**config.mk**
```make
export PLATFORM = sky130hd
export DESIGN_NAME = commit_stage
export DESIGN_NICKNAME = d
export VERILOG_FILES = /design/src/rtl/ariane_pkg.sv /design/src/rtl/commit_stage.sv
export SDC_FILE = /design/constraint.sdc
export NUM_CORES = 1
export LEC_CHECK = 0
export CAP_MARGIN = 0
export CORE_AREA = 8 8 287 289
export DETAILED_ROUTE_END_ITERATION = 10
export DIE_AREA = 0 0 295 297
export DONT_BUFFER_PORTS = 1
export PLACE_DENSITY_LB_ADDON = 0.12
export SETUP_SLACK_MARGIN = 0.02
export SYNTH_ARGS = -nofsm -noshare
export SYNTH_HDL_FRONTEND = slang
export SYNTH_SLANG_ARGS = --single-unit
```
**constraint.sdc**
```tcl
create_clock -name clk_i -period 6.3 [get_ports clk_i]
set_input_delay 0.945 -clock clk_i [delete_from_list [all_inputs] [get_ports clk_i]]
set_output_delay 0.945 -clock clk_i [all_outputs]
set_load 0.01 [all_outputs]
```
**src/rtl/ariane_pkg.sv**
```systemverilog
// Shared core types for the commit path.
// Scoreboard entries, exceptions, FU classes.
package ariane_pkg;

  localparam int unsigned REG_ADDR_SIZE = 5;

  typedef enum logic [3:0] {
    NONE,
    LOAD,
    STORE,
    ALU,
    CTRL_FLOW,
    MULT,
    CSR,
    FPU
  } fu_t;

  typedef enum logic [3:0] {
    ADD,
    SUB,
    LD,
    SD,
    FLD,
    FSD,
    FADD,
    CSRRW
  } fu_op_t;

  typedef struct packed {
    logic [63:0] cause;
    logic [63:0] tval;
    logic        valid;
  } exception_t;

  typedef struct packed {
    fu_t                      fu;
    fu_op_t                   op;
    logic [REG_ADDR_SIZE-1:0] rd;
    logic [63:0]              result;
    logic                     valid;
    exception_t               ex;
  } scoreboard_entry_t;

  function automatic logic is_rd_fpr(input fu_op_t op);
    unique case (op)
      FLD, FADD: is_rd_fpr = 1'b1;
      default:   is_rd_fpr = 1'b0;
    endcase
  endfunction

endpackage

```
**src/rtl/commit_stage.sv**
```systemverilog
// In-order commit of scoreboard head entries.
// Handles stores, exceptions, halt and instret.
module commit_stage
  import ariane_pkg::*;
#(
  parameter int unsigned NR_COMMIT_PORTS = 2
) (
  input  logic              clk_i,
  input  logic              rst_i,
  input  logic              halt_i,
  input  scoreboard_entry_t commit_instr_i [NR_COMMIT_PORTS],
  output logic [NR_COMMIT_PORTS-1:0] commit_ack_o,
  output logic [NR_COMMIT_PORTS-1:0][REG_ADDR_SIZE-1:0] waddr_o,
  output logic [NR_COMMIT_PORTS-1:0][63:0] wdata_o,
  output logic [NR_COMMIT_PORTS-1:0] we_gpr_o,
  output logic [NR_COMMIT_PORTS-1:0] we_fpr_o,
  output logic              commit_lsu_o,
  input  logic              commit_lsu_ready_i,
  output exception_t        exception_o,
  output logic              flush_o,
  output logic [63:0]       instret_o
);

  typedef enum logic [1:0] {
    RUN,
    STORE_WAIT,
    EX_FLUSH,
    HALTED
  } state_e;

  state_e      state_q, state_d;
  exception_t  exception_q, exception_d;
  logic [63:0] instret_q, instret_d;
  logic [NR_COMMIT_PORTS-1:0] ack;

  // Commit FSM: decides which head entries retire this cycle.
  always_comb begin
    state_d      = state_q;
    ack          = '0;
    commit_lsu_o = 1'b0;
    exception_d  = '0;
    unique case (state_q)
      RUN: begin
        if (halt_i) begin
          state_d = HALTED;
        end else if (commit_instr_i[0].valid) begin
          if (commit_instr_i[0].ex.valid) begin
            ack[0]      = 1'b1;
            exception_d = commit_instr_i[0].ex;
            state_d     = EX_FLUSH;
          end else if (commit_instr_i[0].fu == STORE) begin
            commit_lsu_o = 1'b1;
            if (commit_lsu_ready_i) ack[0] = 1'b1;
            else state_d = STORE_WAIT;
          end else begin
            ack[0] = 1'b1;
          end
          // Younger ports retire only behind an acked older port.
          for (int n = 1; n < NR_COMMIT_PORTS; n++) begin
            if (ack[n-1] && state_d == RUN &&
                commit_instr_i[n].valid &&
                !commit_instr_i[n].ex.valid &&
                commit_instr_i[n].fu != STORE &&
                commit_instr_i[n].fu != CSR)
              ack[n] = 1'b1;
          end
        end
      end
      STORE_WAIT: begin
        commit_lsu_o = 1'b1;
        if (commit_lsu_ready_i && commit_instr_i[0].valid) begin
          ack[0]  = 1'b1;
          state_d = RUN;
        end
      end
      EX_FLUSH: state_d = RUN;
      HALTED: if (!halt_i) state_d = RUN;
      default: state_d = RUN;
    endcase
    if (rst_i) begin
      state_d      = RUN;
      ack          = '0;
      commit_lsu_o = 1'b0;
      exception_d  = '0;
    end
  end

  // Register-file write ports follow the acks; excepting entries never write.
  always_comb begin
    instret_d = instret_q;
    for (int n = 0; n < NR_COMMIT_PORTS; n++) begin
      waddr_o[n]  = commit_instr_i[n].rd;
      wdata_o[n]  = commit_instr_i[n].result;
      we_fpr_o[n] = ack[n] && !commit_instr_i[n].ex.valid &&
                    is_rd_fpr(commit_instr_i[n].op);
      we_gpr_o[n] = ack[n] && !commit_instr_i[n].ex.valid &&
                    !is_rd_fpr(commit_instr_i[n].op) &&
                    commit_instr_i[n].rd != '0;
      instret_d   = instret_d + {63'd0, ack[n]};
    end
  end

  assign commit_ack_o = ack;
  assign flush_o      = (state_q == EX_FLUSH) && !rst_i;
  assign exception_o  = rst_i ? '0 : exception_q;
  assign instret_o    = instret_q;

  // State, exception report and retired count.
  always_ff @(posedge clk_i) begin
    if (rst_i) begin
      state_q     <= RUN;
      exception_q <= '0;
      instret_q   <= '0;
    end else begin
      state_q     <= state_d;
      exception_q <= exception_d;
      instret_q   <= instret_d;
    end
  end

endmodule

```
==> results.cfg <==
[detailed_routing]
routed_wl_mm = 34.4
first_pass_iters = 4
drtIter0Drc = 163
vias = 5808
wire_per_inst_um = 18.3
drc = 0
vias_per_cell = 3.09
antenna_left = 0

[yosys]
yosys_warnings = 0
synth_area_sq_um = 8790
synthFlopType = dfxtp_1
avgSynthCellArea_sq_um = 9.10
synthArstFlopShare = 0
synthesis.nets = 1386
synth.top_cell.area_share = 0.444
synthTopCellsByArea = dfxtp_1 (44%), buf_4 (12%), nor2b_1 (9.5%)
ys_types = 44
yosysSeqAreaShare = 0.444
synth_cells = 966
synth-seq-cells = 195
synth_area_leader_cell = dfxtp_1
synth_edf_count = 0

[power_and_ir_drop]
pwr-share-clk = 0.484
powerDensity_nw_per_um2 = 262
internal_power_mw = 1.84
switching_share = 0.267
vdd_drop_max_uv = 165
p_leak_nw = 3.13
p_switching_mw = 0.669
seq_power_share = 0.499
combPwrFrac = 0.016

[global_route]
grt_usage = 0.0768
grt_pass1_wl_mm = 48.0
grt_max_degree = 198
grt-ovfl-total = 0
antenna_found_initial = 15
grt_pass1_vias = 6324

[cts]
post-cts-setup-buffers = 0
cts_tree = done
hold_buffers = 0
clock-sinks = 195
cts_root_buffer = clkbuf_16
cts_buffers = 17
cts.repair.resized = 0
h-tree-depth = 4
path_clk_slew_ns = 0.09
clk_path_buf_depth = 2
insertion_delay_ns = 0.48

[finish]
final_cell_mix = dfxtp_1 (195), nor2b_1 (134), and2_1 (133)
fillers = 8961
stdcell_area_sq_um = 9570
drive_above_1_share = 0.0644
layoutNonFillerInstCount = 1880
finalCoreUtilization = 0.123
area_growth_pct = 8.87
layout_commonest_cell = dfxtp_1
final_net_count = 1230

[floorplan]
rows = 103
die_y_um = 297
pin_count = 757
die_w_um = 295
initial_utilization = 0.113
dieArea_sq_um = 87600
core_area_sq_um = 78000

[hold_path]
min_delay_path_depth = 1
hold_class = in2reg

[timing]
timing.fmax_mhz = 236
worst_pin_slew_ns = 1.05
setup_viol = 0
drv_slew = 0
period_minus_slack_ns = 4.23
slew_headroom = 0.292
timing_hold_violations_final = 0
rsz0062_at_grt = no
fin_crit_sh = 0.671
clock_skew_ns = 0.0228
tns_ns = 0

[setup_path]
critPathRequiredTime_ns = 6.69
start_kind = input pin
crit_path_max_fanout = 197
cp-end-kind = flop
crit_type = in2reg
r2r_cells = 10
worstPathArrival_ns = 4.62

[run_status]
status = completed

[placement]
placed_area_sq_um = 8940
dp_hpwl_mm = 26.1
gp_congestion = 0.665
io_buffer_count = 0
dp.cells = 1841

[flow_run]
maxCapViolations = 0
[flip-flops by register name (all words and copies together) (netlist names)]
| signal | count |
|---|---|
| exception_q | 129 |
| instret_o | 64 |
| state_q | 2 |
[metrics by stage]
step	setup slack (ns)	hold WS [ns]	total power [mW]
finish	2.07	0.574	2.51
global route	1.82	0.515	2.64
CTS	2.16	0.506	2.61
detailed placement	1.62	0.586	1.32
global placement	1.58	0.579	1.32
floorplan	2.78	0.502	1.42
[synthesized netlist by cell type (2+ instances only)]
cell type and number:
a21oi_1 22, a31oi_1 3, and2_1 133, and3_1 7, and4_1 8, and4_2 2
buf_1 3, buf_4 138, clkbuf_1 36, dfxtp_1 195, inv_1 10, nand2_1 29
nand3_1 19, nand4_1 26, nand4_2 3, nand4_4 2, nand4bb_1 2, nor2_1 61
nor2b_1 134, nor3_1 13, nor3b_1 4, nor4_1 16, nor4_4 4, nor4b_1 2
o21ai_0 17, o31ai_1 2, or3_1 13, or3_2 4, or4_1 3, xnor2_1 26
xor2_1 16
[cells by family after synthesis]
logic type                 Yosys count  synth area share
xor gates and xnor gates            42            0.0419
buffers and inverters              189             0.141
and+or+nand+nor                    490             0.340
AOI/OAI and AO/OA                   48            0.0296
adders and majority gates            2           0.00370
DFF                                195             0.444
[layer usage]
| layer | part of all wire | GRT usage |
|---|---|---|
| met2 | 0.42 | 0.113 |
| met1 | 0.38 | 0.0803 |
| met4 | 0.035 | 0.0386 |
| met3 | 0.15 | 0.0574 |
| met5 | 0.0015 | 0 |
[area by class of cell]
type	count	area, sq um	area share
tap	1050	1310	0.137
clock inverter	14	183	0.0191
multi-input combinational	582	3650	0.382
timing repair buffer	4	30.0	0.00314
inverter	10	37.5	0.00392
clock buffer	18	429	0.0449
antenna	7	17.5	0.00183
sequential	195	3900	0.408
[final timing paths]
check | start | end | slack [ns]
max | rst_i | instret_o[61]$_SDFF_PP0_ | 2.07
min | commit_instr_i[242] | exception_q[35]$_SDFF_PP0_ | 0.57
min reg2reg | instret_o[63]$_SDFF_PP0_ | instret_o[63]$_SDFF_PP0_ | 0.59
max reg2reg | state_q[1]$_SDFFE_PP0P_ | instret_o[61]$_SDFF_PP0_ | 2.38
[power groups by stage]
stage	Sequential (mW)	Clock, mW	Combinational, mW
floorplan	1.28	0	0.139
global placement	1.28	0	0.0439
detailed placement	1.28	0	0.0434
CTS	1.25	1.31	0.0435
global route	1.25	1.34	0.0471
finish	1.25	1.21	0.0411
[worst max-delay path, cell delays in order]
cell and delay [ns]:
nor2_1 0.26, nand3_1 0.17, or3_1 0.45, inv_1 0.28, fa_1 0.27, nand3_1 0.48
nor4_4 0.66, nand4_2 0.39, or3_1 0.45, a21oi_1 0.13
(Power assumes the default switching activity.)
